File: config.mk
export PLATFORM = sky130hd
export DESIGN_NAME = gcd_unit_flat
export DESIGN_NICKNAME = d
export VERILOG_FILES = /design/src/rtl/gcd_pkg.sv /design/src/rtl/gcd_if.sv /design/src/rtl/gcd_step.sv /design/src/rtl/gcd_unit.sv /design/src/flat_wrapper.sv
export SDC_FILE = /design/constraint.sdc
export NUM_CORES = 1
export LEC_CHECK = 0
export ABC_AREA = 1
export ABC_CLOCK_PERIOD_IN_PS = 4900
export CAP_MARGIN = 30
export CORE_MARGIN = 2
export CORE_UTILIZATION = 62
export CTS_BUF_LIST = sky130_fd_sc_hd__clkbuf_8
export CTS_CLUSTER_DIAMETER = 40
export DETAILED_ROUTE_END_ITERATION = 7
export PLACE_DENSITY = 0.88
export SETUP_SLACK_MARGIN = 0.5
export SYNTH_ARGS = -nofsm -noshare
export SYNTH_HDL_FRONTEND = slang
export SYNTH_SLANG_ARGS = --single-unit
File: constraint.sdc
create_clock -name clk -period 4.9 [get_ports clk]
set_clock_uncertainty 0.2 [all_clocks]
set_input_delay 0.49 -clock clk [delete_from_list [all_inputs] [get_ports clk]]
set_output_delay 0.49 -clock clk [all_outputs]
set_load 0.01 [all_outputs]
File: src/rtl/gcd_pkg.sv
// Shared types and constants for the GCD engine: FSM state encoding,
// algorithm selectors and the width rule for the Stein power-of-two exponent.
package gcd_pkg;

    typedef enum logic [1:0] {
        IDLE = 2'd0,
        CALC = 2'd1,
        DONE = 2'd2
    } state_t;

    localparam int MODE_EUCLID = 0;
    localparam int MODE_STEIN  = 1;

    // k counts common factors of two, which can never exceed WIDTH
    function automatic int k_width(input int width);
        return $clog2(width + 1);
    endfunction

endpackage

File: src/rtl/gcd_if.sv
// Operand/result channel of the GCD engine: valid/ready in, valid/ready out
// plus the iteration count that travels with the result.
interface gcd_if #(
    parameter int WIDTH  = 16,
    parameter int STEP_W = 16
);
    logic                 in_valid;
    logic [2*WIDTH-1:0]   in_data;
    logic                 in_ready;
    logic                 out_valid;
    logic                 out_ready;
    logic [WIDTH-1:0]     out_data;
    logic [STEP_W-1:0]    out_steps;

    modport master (
        output in_valid, in_data, out_ready,
        input  in_ready, out_valid, out_data, out_steps
    );

    modport slave (
        input  in_valid, in_data, out_ready,
        output in_ready, out_valid, out_data, out_steps
    );
endinterface

File: src/rtl/gcd_step.sv
// One combinational GCD iteration: subtractive Euclid or binary Stein,
// flagging the terminal case (either operand zero) and its shifted result.
module gcd_step
    import gcd_pkg::*;
#(
    parameter int WIDTH = 16,
    parameter int MODE  = MODE_EUCLID,
    localparam int KW   = k_width(WIDTH)
) (
    input  logic [WIDTH-1:0] a,
    input  logic [WIDTH-1:0] b,
    input  logic [KW-1:0]    k,
    output logic [WIDTH-1:0] a_next,
    output logic [WIDTH-1:0] b_next,
    output logic [KW-1:0]    k_next,
    output logic             terminal,
    output logic [WIDTH-1:0] result
);

    always_comb begin
        a_next   = a;
        b_next   = b;
        k_next   = k;
        terminal = 1'b0;
        result   = (a | b) << k;
        if (a == '0 || b == '0) begin
            terminal = 1'b1;
        end else if (MODE == MODE_STEIN) begin
            // compare guards both subtractions against underflow
            if (!a[0] && !b[0]) begin
                a_next = a >> 1;
                b_next = b >> 1;
                k_next = k + KW'(1);
            end else if (!a[0]) begin
                a_next = a >> 1;
            end else if (!b[0]) begin
                b_next = b >> 1;
            end else if (a >= b) begin
                a_next = (a - b) >> 1;
            end else begin
                b_next = (b - a) >> 1;
            end
        end else begin
            if (a >= b) a_next = a - b;
            else        b_next = b - a;
        end
    end

endmodule

File: src/rtl/gcd_unit.sv
// Iterative GCD engine: captures an operand pair, runs one gcd_step per
// clock, then holds the result and saturating step count until accepted.
module gcd_unit
    import gcd_pkg::*;
#(
    parameter int WIDTH  = 16,
    parameter int MODE   = MODE_EUCLID,
    parameter int STEP_W = 16
) (
    input  logic clk,
    input  logic reset,
    gcd_if.slave io
);

    localparam int KW = k_width(WIDTH);

    state_t            state, state_next;
    logic [WIDTH-1:0]  a, b, result;
    logic [KW-1:0]     k;
    logic [STEP_W-1:0] steps;

    logic [WIDTH-1:0]  a_step, b_step, res_step;
    logic [KW-1:0]     k_step;
    logic              terminal;

    function automatic logic [STEP_W-1:0] sat_inc(input logic [STEP_W-1:0] v);
        return (&v) ? v : v + STEP_W'(1);
    endfunction

    gcd_step #(
        .WIDTH (WIDTH),
        .MODE  (MODE)
    ) u_step (
        .a        (a),
        .b        (b),
        .k        (k),
        .a_next   (a_step),
        .b_next   (b_step),
        .k_next   (k_step),
        .terminal (terminal),
        .result   (res_step)
    );

    always_ff @(posedge clk or negedge reset) begin
        if (!reset) state <= IDLE;
        else        state <= state_next;
    end

    always_comb begin
        state_next = state;
        case (state)
            IDLE:    if (io.in_valid)  state_next = CALC;
            CALC:    if (terminal)     state_next = DONE;
            DONE:    if (io.out_ready) state_next = IDLE;
            default: state_next = IDLE;
        endcase
    end

    always_ff @(posedge clk or negedge reset) begin
        if (!reset) begin
            a      <= '0;
            b      <= '0;
            k      <= '0;
            steps  <= '0;
            result <= '0;
        end else begin
            case (state)
                IDLE: begin
                    if (io.in_valid) begin
                        a     <= io.in_data[2*WIDTH-1:WIDTH];
                        b     <= io.in_data[WIDTH-1:0];
                        k     <= '0;
                        steps <= '0;
                    end
                end
                CALC: begin
                    steps <= sat_inc(steps);
                    a     <= a_step;
                    b     <= b_step;
                    k     <= k_step;
                    if (terminal) result <= res_step;
                end
                default: ;
            endcase
        end
    end

    // handshake outputs come from state only, so out_ready never reaches in_ready
    assign io.in_ready  = (state == IDLE);
    assign io.out_valid = (state == DONE);
    assign io.out_data  = result;
    assign io.out_steps = steps;

endmodule
File: src/flat_wrapper.sv
// flat-port wrapper written by rule: the top's interface ports become plain ports
module gcd_unit_flat import gcd_pkg::*;
#(
    parameter int WIDTH  = 16,
    parameter int MODE   = MODE_EUCLID,
    parameter int STEP_W = 16
)
  (clk, reset, io_in_valid, io_in_data, io_out_ready, io_in_ready, io_out_valid, io_out_data, io_out_steps);
  gcd_if #(.WIDTH(WIDTH), .STEP_W(STEP_W)) io_i ();
  input  logic clk;
  input  logic reset;
  input wire logic [$bits(io_i.in_valid)-1:0] io_in_valid;
  input wire logic [$bits(io_i.in_data)-1:0] io_in_data;
  input wire logic [$bits(io_i.out_ready)-1:0] io_out_ready;
  output wire logic [$bits(io_i.in_ready)-1:0] io_in_ready;
  output wire logic [$bits(io_i.out_valid)-1:0] io_out_valid;
  output wire logic [$bits(io_i.out_data)-1:0] io_out_data;
  output wire logic [$bits(io_i.out_steps)-1:0] io_out_steps;
  assign io_i.in_valid = io_in_valid;
  assign io_i.in_data = io_in_data;
  assign io_i.out_ready = io_out_ready;
  assign io_in_ready = io_i.in_ready;
  assign io_out_valid = io_i.out_valid;
  assign io_out_data = io_i.out_data;
  assign io_out_steps = io_i.out_steps;
  gcd_unit #(.WIDTH(WIDTH), .MODE(MODE), .STEP_W(STEP_W)) u_core (.clk(clk), .reset(reset), .io(io_i));
endmodule
After elaboration in Yosys (flattened, before gate mapping)
Cells that the tools add are included.

Bits of input ports: 36. Output and inout port bits: 34. Register bits: 66. Logic and storage cells: 46.

Multiplexer cells: 16. Reduce and logical (&&, ||, !) cells: 11. Order comparisons: 1. $add $sub $neg: 3. Bitwise logic cells: 1. Eq/ne operators: 9.

Operators by type and width (number): $mux W16 (8); $pmux W16 S2 (3); $logic_not A16 Y1 (2); $sub A16 B16 Y16 (2); $add A16 B1 Y16 const B (1); $ge A16 B16 Y1 (1); $or A16 B16 Y16 (1); $reduce_and A16 Y1 (1); $ne A2 B2 Y1 const B (6); $reduce_and A4 Y1 (2); $mux W2 (3); $pmux W2 S3 (1); $reduce_and A3 Y1 (2); $eq A2 B1 Y1 const B (1); $eq A2 B2 Y1 const B (1); $logic_not A2 Y1 (1); $ne A2 B1 Y1 const B (1); $reduce_and A2 Y1 (1); $reduce_bool A2 Y1 (1); $logic_or A1 B1 Y1 (1); $mux W1 (1).

Logic depth before layout (Yosys ltp)
Gate-level depths: netlist of the first run.

Depth after elaboration: 5. Mapped depth: 16. Mapped depth without buffers: 15.

Modules after synthesis
Synthesis of the first run repeated with hierarchy kept, for this count alone.

Cell total of the unflattened synthesis: 979. Area, all modules: 6607.6 µm².

By module, submodules not included: gcd_unit (seq. area each 1776.7 µm², cells each 356, times used 1, area an instance 3326.9 µm²); gcd_step (seq. area each 0.0 µm², cells each 623, times used 1, area an instance 3280.6 µm²).

Worst setup path before layout of the first run
OpenSTA, ideal clock, no wires.

Kind: reg-to-reg. From: register u_core.a[0]. To: register u_core.b[8]. Path buffers: 1. Cell stages (with the launch flop): 17. Arrival time: 1.886 ns. Clock period less this slack: 2.202 ns. Data required time: 4.584 ns. Library setup time: 0.116 ns. Slack: 2.698 ns. Cell sequence: dfrtp_1 > inv_1 > ha_1 > fa_1 > inv_1 > nand2_1 > nand3_1 > nand2_1 > nand3_1 > nand2_1 > nand2_1 > nand2_2 > nand2_4 > inv_4 > buf_6 > nand2_1 > nand2_1.

Cells in the longest elaborated chain, start to end: 4. Elaborated cells on any way between the ends: 10. Classes of those cells: add/sub (1); order compare (1); eq/ne (2); mux (3); reduce/logical (3).

RTL lines: start: declaration (line gcd_unit.sv:18) `logic [WIDTH-1:0] a, b, result;`; start signal: assignment (line gcd_unit.sv:70) `a <= io.in_data[2*WIDTH-1:WIDTH];`; start signal: assignment (line gcd_unit.sv:78) `a <= a_step;`; $sub A16 B16 Y16 or $logic_not A16 Y1 (tied branches) (line gcd_step.sv:45, gcd_step.sv:26); $mux W16 or $logic_or A1 B1 Y1 (tied branches) (line gcd_step.sv:44, gcd_step.sv:26); $mux W16 or $ne A2 B2 Y1 (tied branches); $pmux W16 S2 or $reduce_and A4 Y1 (tied branches); end signal: assignment (line gcd_unit.sv:71) `b <= io.in_data[WIDTH-1:0];`; end signal: assignment (line gcd_unit.sv:79) `b <= b_step;`; end: declaration (line gcd_unit.sv:18).

Several ways; a longest one is shown, not always the timed one. The select of a mux whose other input is x is not followed. A chain may end at the register's enable or synchronous reset.

Worst setup path after layout of the first run
From: register u_core.state[0]. To: register u_core.steps[12], in the netlist u_core.io.out_steps[12].

Cells in the longest elaborated chain, start to end: 3. Elaborated cells on any way between the ends: 7. Classes of those cells: eq/ne (3); mux (1); reduce/logical (3).

RTL lines: start: declaration (line gcd_unit.sv:17) `state_t state, state_next;`; start signal: assignment (line gcd_unit.sv:46) `else state <= state_next;`; $eq A2 B1 Y1 or $logic_not A2 Y1 (tied branches) (line gcd_unit.sv:67) `case (state)`; $ne A2 B2 Y1 (no line) or $reduce_bool A2 Y1 (tied branches); $reduce_and A3 Y1 (no line); end signal: assignment (line gcd_unit.sv:77) `steps <= sat_inc(steps);`; end: declaration (line gcd_unit.sv:20) `logic [STEP_W-1:0] steps;`.

Several ways; a longest one is shown, not always the timed one.

==> results of run 1 <==
==> metrics by stage <==
stage,instance area (um^2),cells,hold WS (ns),worst slack [ns],utilization
finish,6240,979,0.117,1.86,0.760
detailed placement,6020,963,0.266,1.96,0.732
global placement,6020,963,0.264,2.10,0.732
global route,6240,979,0.205,1.62,0.760
CTS,6240,979,0.152,1.91,0.760
floorplan,5280,804,-0.00559,2.70,-
==> sequential cells by signal, summed over array words and instances, names as in the netlist <==
| name | flops |
|---|---|
| u_core.io.out_steps | 16 |
| u_core.a | 16 |
| u_core.b | 16 |
| u_core.io.out_data | 16 |
| u_core.state | 2 |
==> layout by cell type, fill, tap and decap left out, drive strengths merged, types with 4 or more instances in the layout <==
cell type / count
dfrtp: 66
nand3: 54
clkdlybuf4s50: 68
nand2: 328
nor3: 4
clkbuf: 10
a21oi: 31
nand4: 18
o31ai: 5
nor2: 52
o21ai: 45
xor2: 11
ha: 48
o21bai: 5
inv: 116
==> final cells by class <==
cell class / instances / area [um^2]
tap: 105 / 131
multi-input combinational: 608 / 3110
fill: 666 / 1970
sequential: 66 / 1650
timing repair buffer: 70 / 693
clock buffer: 10 / 138
clock inverter: 6 / 88.8
inverter: 114 / 433
==> cells by family after synthesis <==
logic type,count (synthesis)
buffers and inverters,130
flip-flops,66
XOR/XNOR,11
adder cells (fa/ha/maj),50
AND/OR/NAND/NOR,457
AO/OA/AOI/OAI,90
==> synth_stat cells, types with 3 or more instances <==
cell and number:
inv_1 105, nand2_1 325, xor2_1 11, o21ai_0 45, nand4_1 18, nor2_1 48, nor3_1 4, ha_1 48
a21oi_1 30, o31ai_1 5, inv_2 6, o22ai_1 3, o21bai_1 5, nor2_2 3, dfrtp_1 66, clkbuf_1 8
nand3_1 54
==> layer usage <==
layer | wire (um) | global-route usage | share of wire | up-vias
met5 | 0 | 0 | 0 | -
met4 | 514 | 0.145 | 0.031 | 0
met3 | 1580 | 0.0611 | 0.095 | 53
met2 | 7550 | 0.601 | 0.46 | 342
met1 | 6930 | 0.505 | 0.42 | 2569
li1 | - | - | - | 2661
==> worst max-delay path by stage <==
| stage | startpoint | end | slack [ns] | cells past startpoint |
|---|---|---|---|---|
| floorplan | u_core.a[0] | u_core.b[8] | 2.70 | 16 |
| global placement | u_core.state[0] | u_core.io.out_steps[12] | 2.10 | 9 |
| detailed placement | u_core.state[0] | u_core.io.out_steps[12] | 1.96 | 9 |
| CTS | u_core.state[0] | u_core.io.out_steps[12] | 1.91 | 9 |
| global route | u_core.state[0] | u_core.io.out_steps[12] | 1.62 | 9 |
| finish | u_core.state[0] | u_core.io.out_steps[12] | 1.86 | 9 |
==> out/qor.yml, run 1 <==
run_status:
  status: "finished clean"
clocking:
  insertion_delay_ns: 0.36
  clkSlewWorstSetupHoldPaths_ns: 0.08
  cts_setup_buffers: 0
  hold_buffers: 0
  ctsResizeCount: 0
  cts_tree: "done"
  h-tree-depth: 3
  clock_path_buffers: 2
  cts.root.buffer_cell: "clkbuf_8"
  clock-sinks: 66
  cts_buffers: 9
grt:
  antenna_found_initial: 0
  grt_pass1_vias: 5333
  grt_max_degree: 67
  grt_pass1_wl_mm: 26.2
  grt-ovfl-total: 0
  grtUsageTotal: 0.375
timing:
  max_freq_mhz: 329
  finalCritPeriodShare: 0.621
  drv_slew: 0
  rsz0062_at_grt: "no"
  fin_crit_ns: 3.04
  hold_violations: 0
  tns_ns: 0
  finalSetupViolations: 0
  worst_pin_slew_ns: 0.925
  relSlewSlack: 0.383
worst_setup_path:
  path_buf_inv: 3
  cp-end-kind: "flop"
  rrSetupSlack_ns: 1.86
  cpPeakStageDelay_ns: 0.51
  cp_max_fo: 55
  reg2reg_depth: 9
  critical_path_class: "reg2reg"
  crit_family: "simple AND/OR/NAND/NOR gates"
  crit_arrival_ns: 3.10
  required_ns: 4.96
  start_kind: "flop"
  r2r_start: "u_core.state[0]"
  crit_top_cell: "inv_2"
  crit_chain: "inv_2 -> nor2_8 -> inv_2 -> nand2_1 -> inv_2 -> nor2_2 -> nand3_1 -> o21ai_0 -> nor2_1"
  slowest_stage: "nor2_2"
  r2r_end: "u_core.io.out_steps[12]"
logic_synthesis:
  ys_types: 31
  synthSimpleGateAreaFrac: 0.356
  synth_mux_area_frac: 0
  synth_area_leaders: "dfrtp_1 (31%), nand2_1 (23%), ha_1 (11%)"
  syn_area_um2: 5280
  avgSynthCellArea_um2: 6.56
  async_flop_share: 1.00
  yosysTopAreaCellShare: 0.313
  synth_edf_count: 0
  ys.flop_type: "dfrtp_1"
  synthAdderAreaFrac: 0.121
  ys_seq_elements: 66
  synth_area_leader_cell: "dfrtp_1"
  synthCells: 804
  synth_nets: 890
  synth_top_family_by_area: "simple AND/OR/NAND/NOR gates"
  yosysWarnings: 0
  ys_seq_area_frac: 0.313
  synth-xor-area-share: 0.0183
  synth-compound-area-share: 0.0937
floorplan:
  coreArea_um2: 8220
  io-pin-count: 70
  die_y_um: 96.2
  die_x_um: 96.2
  rows: 33
  initial_core_util: 0.642
  die-area_um2: 9260
place:
  hpwlAfterDp_mm: 12.4
  port_buffers: 69
  gp_congestion: 1.04
detailed_routing:
  drt-initial-drc-count: 555
  wl_per_cell_um: 16.9
  vias_per_cell: 5.75
  antenna_left: 0
  vias: 5625
  drcViolationCount: 0
  drt-total-wl_mm: 16.6
  dr.pass1.iters: 5
layout:
  areaGrowthSynthToFinish_pct: 18.4
  nNetsFinal: 955
  drive_above_1_share: 0.0378
  antenna_cells: 0
job:
  drv_cap: 0
min_path:
  hp-class: "in2async"
Power of run 1 is not shown: default switching activity piles up to over one toggle a cycle in this logic, so the estimate is an artifact.
==> inputs of run 2 (changes only) <==
Settings changed: ABC_CLOCK_PERIOD_IN_PS 4900 to 2700, CORE_UTILIZATION 62 to 52, PLACE_DENSITY 0.88 to 0.79.
Clock period 4.9 ns to 2.7 ns, I/O delays scaled along.
==> run 2 against run 1 <==
Compared with the run above: first-iteration DRC count decreased by 9.4%; critical path depth increased by 6; count of clock-buffer cells in the layout unchanged; core utilization decreased by 1.5 points; maximum frequency increased by 34%; via count increased by 5.3%; die area increased by 18%; wire length increased by 16%; worst hold slack improved by 0.12 ns; register-to-register slack got worse by 1.4 ns; non-clock buffer count increased by 58; final area increased by 17%; critical path type unchanged; largest cell class unchanged.
==> out/qor.yml, run 2 (same netlist as run 1, synthesis figures left out) <==
worst_setup_path:
  crit_cells: 15  # was 9
  reg2reg_depth: 15  # was 9
  crit_family: "simple AND/OR/NAND/NOR gates"  # unchanged
  cp_max_fo: 8  # was 55
  crit_arrival_ns: 2.34  # was 3.10 ns
  crit_chain: "inv_2 -> ha_4 -> fa_2 -> inv_2 -> nand2_2 -> nand3_4 -> nand2_2 -> nand3_2 -> nand2_2 -> nand2_2 -> nand2_4 -> nand2_8 -> inv_6 -> nand2_1 -> nand2_1"  # was inv_2 -> nor2_8 -> inv_2 -> nand2_1 -> inv_2 -> nor2_2 -> nand3_1 -> o21ai_0 -> nor2_1
  slowest_stage: "fa_2"  # was nor2_2
  r2r_end: "u_core.b[9]"  # was u_core.io.out_steps[12]
  r2r_start: "u_core.a[0]"  # was u_core.state[0]
  rrSetupSlack_ns: 0.43  # was 1.86 ns
  cp-end-kind: "flop"  # unchanged
  path_buf_inv: 3  # unchanged
  cpPeakStageDelay_ns: 0.38  # was 0.51 ns
  cp-startpoint: "u_core.a[0]"  # was u_core.state[0]
  start_kind: "flop"  # unchanged
  critical_path_class: "reg2reg"  # unchanged
  crit_top_cell: "nand2_2"  # was inv_2
  required_ns: 2.77  # was 4.96 ns
  cp-endpoint: "u_core.b[9]"  # was u_core.io.out_steps[12]
floorplan:
  die_x_um: 105  # was 96.2 um
  rows: 36  # was 33
  io-pin-count: 70  # unchanged
  coreArea_um2: 9820  # was 8220 um^2
  initial_core_util: 0.537  # was 0.642
  die_y_um: 105  # was 96.2 um
  die-area_um2: 11000  # was 9260 um^2
grt:
  use_met2: 0.532  # was 0.601
  antenna_found_initial: 0  # unchanged
  grt_max_degree: 55  # was 67
  grtUsageMet3: 0.0767  # was 0.0611
  busiest_layer: "met2"  # unchanged
  gr-usage-met1: 0.464  # was 0.505
  grt-ovfl-total: 0  # unchanged
  grtUsageTotal: 0.341  # was 0.375
  grt_pass1_wl_mm: 28.8  # was 26.2 mm
  grt_pass1_vias: 5600  # was 5333
clocking:
  clock_path_buffers: 2  # unchanged
  clock-sinks: 66  # unchanged
  cts.root.buffer_cell: "clkbuf_8"  # unchanged
  h-tree-depth: 3  # unchanged
  cts_tree: "done"  # unchanged
  cts_buffers: 9  # unchanged
  clkSlewWorstSetupHoldPaths_ns: 0.07  # was 0.08 ns
  insertion_delay_ns: 0.38  # was 0.36 ns
detailed_routing:
  vias_per_cell: 5.55  # was 5.75
  antenna_left: 0  # unchanged
  drcViolationCount: 0  # unchanged
  wl_per_cell_um: 18.0  # was 16.9 um
  drt-total-wl_mm: 19.2  # was 16.6 mm
  dr.pass1.iters: 5  # unchanged
  drt-initial-drc-count: 503  # was 555
  vias: 5924  # was 5625
place:
  hpwlAfterDp_mm: 13.4  # was 12.4 mm
  gp_congestion: 1.05  # was 1.04
  port_buffers: 69  # unchanged
timing:
  relSlewSlack: 0.534  # was 0.383
  fin_crit_ns: 2.27  # was 3.04 ns
  max_freq_mhz: 440  # was 329 MHz
  tns_ns: 0  # unchanged
  drv_slew: 0  # unchanged
  hold_violations: 0  # unchanged
  rsz0062_at_grt: "yes"  # was no
  finalSetupViolations: 0  # unchanged
  worst_pin_slew_ns: 0.699  # was 0.925 ns
  finalCritPeriodShare: 0.843  # was 0.621
layout:
  drive_above_1_share: 0.237  # was 0.0378
  nNetsFinal: 1015  # was 955
  final_common_cell: "nand2_1"  # unchanged
  antenna_cells: 0  # unchanged
  final_cell_mix: "nand2_1 (285), inv_1 (74), clkdlybuf4s50_1 (68), dfrtp_1 (64), buf_4 (48)"  # was nand2_1 (325), inv_1 (106), clkdlybuf4s50_1 (68), dfrtp_1 (66), nand3_1 (54)
  areaGrowthSynthToFinish_pct: 38.7  # was 18.4%
run_status:
  status: "finished clean"  # unchanged
min_path:
  hp-class: "in2reg"  # was in2async
job:
  drv_cap: 0  # unchanged
## run 2: cell count changes in the layout (fill, tap and decap cells not counted), moves of 8 or more
cell	previous run	this run
nor2_1	48	34
a21oi_1	30	21
inv_1	106	74
inv_2	6	36
ha_4	0	15
nand3_1	54	45
nand2_2	1	37
nand2_1	325	285
a21oi_2	0	9
nand3_2	0	8
buf_4	1	48
ha_1	48	31
nor2_2	3	11
## run 2: layer usage
layer | wire [um] | part of all wire | vias to the layer above
li1 | - | - | 2775
met4 | 722 | 0.038 | 0
met2 | 8780 | 0.46 | 285
met3 | 1730 | 0.090 | 58
met5 | 0 | 0 | -
met1 | 7940 | 0.41 | 2806
## run 2: timing repair
item                                    in CTS  in global routing
cloned                                       1                  1
hold buffers                                 1                  0
buffers inserted                            14                 25
pin swaps                                    2                 30
gates resized for setup                     65                105
endpoints found under the hold margin       27                  0
endpoints found under the setup margin      42                 42
## run 2: final cells by class
type	instances	area [um^2]
well taps	133	166
clock buffers	10	138
flip-flops and latches	66	1650
fillers	791	2500
repair buffers	128	1210
clock inverters	6	81.3
inverters	114	453
multi-input cells	609	3610
repair inverters	1	8.76
## run 2: worst register-to-register path, cell delays in order, from the launching register on
cell     delay (ns)
dfrtp_1        0.37
inv_2          0.09
ha_4           0.18
fa_2           0.38
inv_2          0.08
nand2_2        0.07
nand3_4        0.08
nand2_2        0.07
nand3_2        0.07
nand2_2        0.07
nand2_2        0.08
nand2_4        0.06
nand2_8        0.14
inv_6          0.08
nand2_1        0.09
nand2_1        0.06
## run 2: how the worst min path moves through the flow
stage                             from         endpoint  slack [ns]  depth (start not counted)
final                     io_out_ready  u_core.state[1]        0.24                          2
after global routing      io_out_ready  u_core.state[1]        0.25                          2
after CTS                 io_out_ready  u_core.state[1]        0.24                          2
after detailed placement         reset      u_core.a[8]        0.15                          1
after global placement           reset      u_core.a[8]        0.14                          1
after floorplan                  reset      u_core.a[0]       -0.23                          0
## run 2: stage by stage
| step | utilization | hold slack [ns] | cell area (um^2) | worst slack, ns | std cells |
|---|---|---|---|---|---|
| 2_1_floorplan | - | -0.226 | 5280 | 0.531 | 804 |
| 3_3_place_gp | 0.633 | 0.140 | 6220 | 0.246 | 1009 |
| 3_5_place_dp | 0.633 | 0.149 | 6220 | 0.226 | 1009 |
| 4_1_cts | 0.694 | 0.240 | 6820 | 0.466 | 1041 |
| 5_1_grt | 0.745 | 0.253 | 7320 | 0.316 | 1067 |
| 6_report | 0.745 | 0.241 | 7320 | 0.425 | 1067 |
Power of run 2 is left out for the same reason.
==> inputs of run 3 (changes only) <==
Settings changed: ABC_CLOCK_PERIOD_IN_PS 2700 to 2200, CORE_UTILIZATION 52 to 58, PLACE_DENSITY 0.79 to 0.83.
Clock period 2.7 ns to 2.2 ns, I/O delays scaled along.
==> run 3 against run 2 <==
Compared with the run above: the flow now stops in 5_1_grt; area after synthesis stayed put; synthesized cell count did not move.
==> out/qor.yml, run 3 <==
place:
  hpwlAfterDp_mm: 14.1  # was 13.4 mm
  gp_congestion: 1.03  # was 1.05
  port_buffers: 69  # unchanged
logic_synthesis:
  synth_edf_count: 0  # unchanged
  synth_area_leaders: "dfrtp_1 (31%), nand2_1 (23%), ha_1 (11%)"  # unchanged
  yosysMostFrequentCell: "nand2_1"  # unchanged
  ys_types: 31  # unchanged
  yosysTopAreaCellShare: 0.313  # unchanged
  ys_seq_area_frac: 0.313  # unchanged
  ys.flop_type: "dfrtp_1"  # unchanged
  synthCells: 804  # unchanged
  synth_area_leader_cell: "dfrtp_1"  # unchanged
  ys_seq_elements: 66  # unchanged
  yosysWarnings: 0  # unchanged
  avgSynthCellArea_um2: 6.56  # unchanged
  syn_area_um2: 5280  # unchanged
  synth_nets: 890  # unchanged
  async_flop_share: 1.00  # unchanged
  synth_commonest_cells: "nand2_1 (325), inv_1 (105), dfrtp_1 (66)"  # unchanged
clocking:
  h-tree-depth: 3  # unchanged
  cts_buffers: 9  # unchanged
  clock_path_buffers: 2  # unchanged
  clock-sinks: 66  # unchanged
  cts.root.buffer_cell: "clkbuf_8"  # unchanged
floorplan:
  io-pin-count: 70  # unchanged
  die_x_um: 99.4  # was 105 um
  die_y_um: 99.4  # was 105 um
  initial_core_util: 0.602  # was 0.537
  rows: 34  # was 36
timing:
  worst_path_end_type: "register input"
  crit_endpoint: "u_core.b[0]$_DFFE_PN0P_/D"
run_status:
  tool.error: "[ERROR DPL-0038] Utilization greater than 100%, impossible to legalize"
  stop_stage: "5_1_grt"
  status: "aborted with a tool error"  # was finished clean
grt:
  grt_max_degree: 67
-- run 3: cell counts after synthesis --
Identical to the previous run, type by type.
-- run 3: kinds of logic after synthesis --
group                      after synthesis  share of synthesized area
AOI/OAI and AO/OA                       90                     0.0937
xor gates and xnor gates                11                     0.0183
adders and majority gates               50                      0.121
buffers and inverters                  130                     0.0977
DFF                                     66                      0.313
and+or+nand+nor                        457                      0.356
-- run 3: through the flow --
stage / util / std cells / hold slack (ns) / area [um^2] / setup slack (ns)
after global placement: 0.792 / 1065 / 0.0657 / 6940 / -0.0771
after floorplan: - / 804 / -0.276 / 5410 / 0.121
after detailed placement: 0.792 / 1065 / 0.0723 / 6940 / -0.131
after CTS: 0.921 / 1129 / 0.226 / 8070 / -0.0667
-- run 3: timing repair --
item,in CTS
pin swaps,37
buffers inserted,39
gates cloned,8
hold buffers,1
gates resized for setup,190
hold endpoints to repair,66
setup endpoints to repair,89
==> inputs of run 4 (changes only) <==
Settings changed: CORE_UTILIZATION 58 to 40, CTS_BUF_LIST sky130_fd_sc_hd__clkbuf_8 to default, CTS_CLUSTER_DIAMETER 40 to default, PLACE_DENSITY 0.83 to default, PLACE_DENSITY_LB_ADDON from default to 0.15, SETUP_SLACK_MARGIN 0.5 to default.
==> run 4 against run 3 <==
Compared with the run above: the flow now finishes, with violations (negative setup slack).
==> out/qor.yml, run 4 (same netlist as run 1, synthesis figures left out) <==
layout:
  areaGrowthSynthToFinish_pct: 48.2
  final_cell_mix: "nand2_1 (309), buf_4 (123), inv_1 (92), clkdlybuf4s50_1 (68), dfrtp_1 (64)"
  drive_above_1_share: 0.243
  final_common_cell: "nand2_1"
  fillers: 1240
  nNetsFinal: 1087
  antenna_cells: 0
floorplan:
  coreArea_um2: 12700
  die_y_um: 119  # was 99.4 um
  io-pin-count: 70  # unchanged
  rows: 41  # was 34
  die-area_um2: 14100
  die_x_um: 119  # was 99.4 um
  initial_core_util: 0.415  # was 0.602
worst_setup_path:
  crit_top_cell: "nand2_1"
  crit_chain: "inv_1 -> ha_4 -> nor2_2 -> nand2_1 -> clkinv_1 -> nand3_1 -> nand3_2 -> nand2_2 -> nand2_2 -> nand2_4 -> nand2_8 -> clkinv_8 -> nand2_1 -> nand2_1"
  crit_arrival_ns: 2.29
  cp_max_fo: 8
  cpPeakStageDelay_ns: 0.38
  crit_family: "simple AND/OR/NAND/NOR gates"
  start_kind: "flop"
  path_buf_inv: 3
  required_ns: 2.23
  slowest_stage: "dfrtp_1"
  cp-end-kind: "flop"
  critical_path_class: "reg2reg"
clocking:
  cts_tree: "done"
  h-tree-depth: 3  # unchanged
  clock-sinks: 66  # unchanged
  insertion_delay_ns: 0.34
  cts_buffers: 9  # unchanged
  cts.root.buffer_cell: "clkbuf_16"  # was clkbuf_8
  clock_path_buffers: 2  # unchanged
  clkSlewWorstSetupHoldPaths_ns: 0.05
detailed_routing:
  dr.pass1.iters: 5
  antenna_left: 0
  vias: 6036
  vias_per_cell: 5.12
  wl_per_cell_um: 16.5
  drt-initial-drc-count: 446
  drt-total-wl_mm: 19.5
  drcViolationCount: 0
place:
  port_buffers: 69  # unchanged
  pre_cts_ws_ns: -0.214  # was -0.131 ns
  hpwlAfterDp_mm: 15.0  # was 14.1 mm
  gp_congestion: 0.989  # was 1.03
timing:
  worst_pin_slew_ns: 0.496
  max_freq_mhz: 444
  fin_crit_ns: 2.25
  drv_slew: 0
  hold_violations: 0
  relSlewSlack: 0.669
  finalCritPeriodShare: 1.02
  finalSetupViolations: 30
  rsz0062_at_grt: "yes"
  finalWorstSetupSlack_ns: -0.0546
run_status:
  status: "finished with violations"  # was aborted with a tool error
  violations: "negative setup slack"
grt:
  grt-ovfl-total: 0
  grt_pass1_vias: 5787
  grtUsageMet3: 0.0460
  grtUsageTotal: 0.277
  use_met2: 0.436
  grt_max_degree: 55
  antenna_found_initial: 0
  gr-usage-met1: 0.388
  busiest_layer: "met2"
  grt_pass1_wl_mm: 30.4
job:
  drv_cap: 0
min_path:
  hp-class: "in2async"
[run 4: final cells by class]
cell class | count | area, um^2 | share of cell area
clock buffers | 11 | 243 | 0.0310
clock inverters | 5 | 53.8 | 0.00688
inverters | 114 | 448 | 0.0573
multi-input cells | 608 | 3440 | 0.440
flip-flops and latches | 66 | 1650 | 0.212
well taps | 172 | 215 | 0.0275
repair buffers | 201 | 1760 | 0.225
repair inverters | 1 | 8.76 | 0.00112
[run 4: path summary, 6_finish.rpt]
kind	startpoint	end	slack [ns]	cells past startpoint
max in group asynchronous	reset	u_core.b[1]	0.96	3
worst min register to register	u_core.io.out_data[4]	u_core.io.out_data[4]	0.28	2
worst max-delay path	u_core.b[6]	u_core.b[12]	-0.05	14
min in group clk	io_out_ready	u_core.state[1]	0.23	2
worst max register to register	u_core.b[6]	u_core.b[12]	-0.05	14
worst min-delay path	reset	u_core.a[10]	0.18	2
[run 4: what timing repair did]
item                                    in CTS  in global routing
pin swaps                                    2                 13
hold buffers                                 1                  0
buffers inserted                             0                  8
endpoints found under the hold margin       17                  0
cloned                                       0                  2
gates resized for setup                     33                 70
endpoints found under the setup margin      32                 59
[run 4: per-layer routing]
layer	vias up	routed length, um
met5	-	0
met4	0	565
met3	32	1220
met2	222	8690
met1	2856	8980
li1	2926	-
[run 4: worst register-to-register path: cells and delay by family (launching register included)]
kind | cells | cell delay [ns]
adder cells (fa/ha/maj) | 1 | 0.25
buffers and inverters | 3 | 0.37
AND/OR/NAND/NOR | 10 | 0.96
flip-flops | 1 | 0.38
[run 4: stage by stage]
step	utilization	area (um^2)	hold slack, ns	cells	TNS (ns)
2_1_floorplan	-	5280	-0.276	804	0
3_3_place_gp	0.554	7050	0.0146	1151	-3.91
3_5_place_dp	0.554	7050	0.00326	1151	-5.31
4_1_cts	0.589	7490	0.189	1168	-0.00187
5_1_grt	0.615	7820	0.201	1178	-3.89
6_report	0.615	7820	0.179	1178	-0.647
Power of run 4 is left out for the same reason.
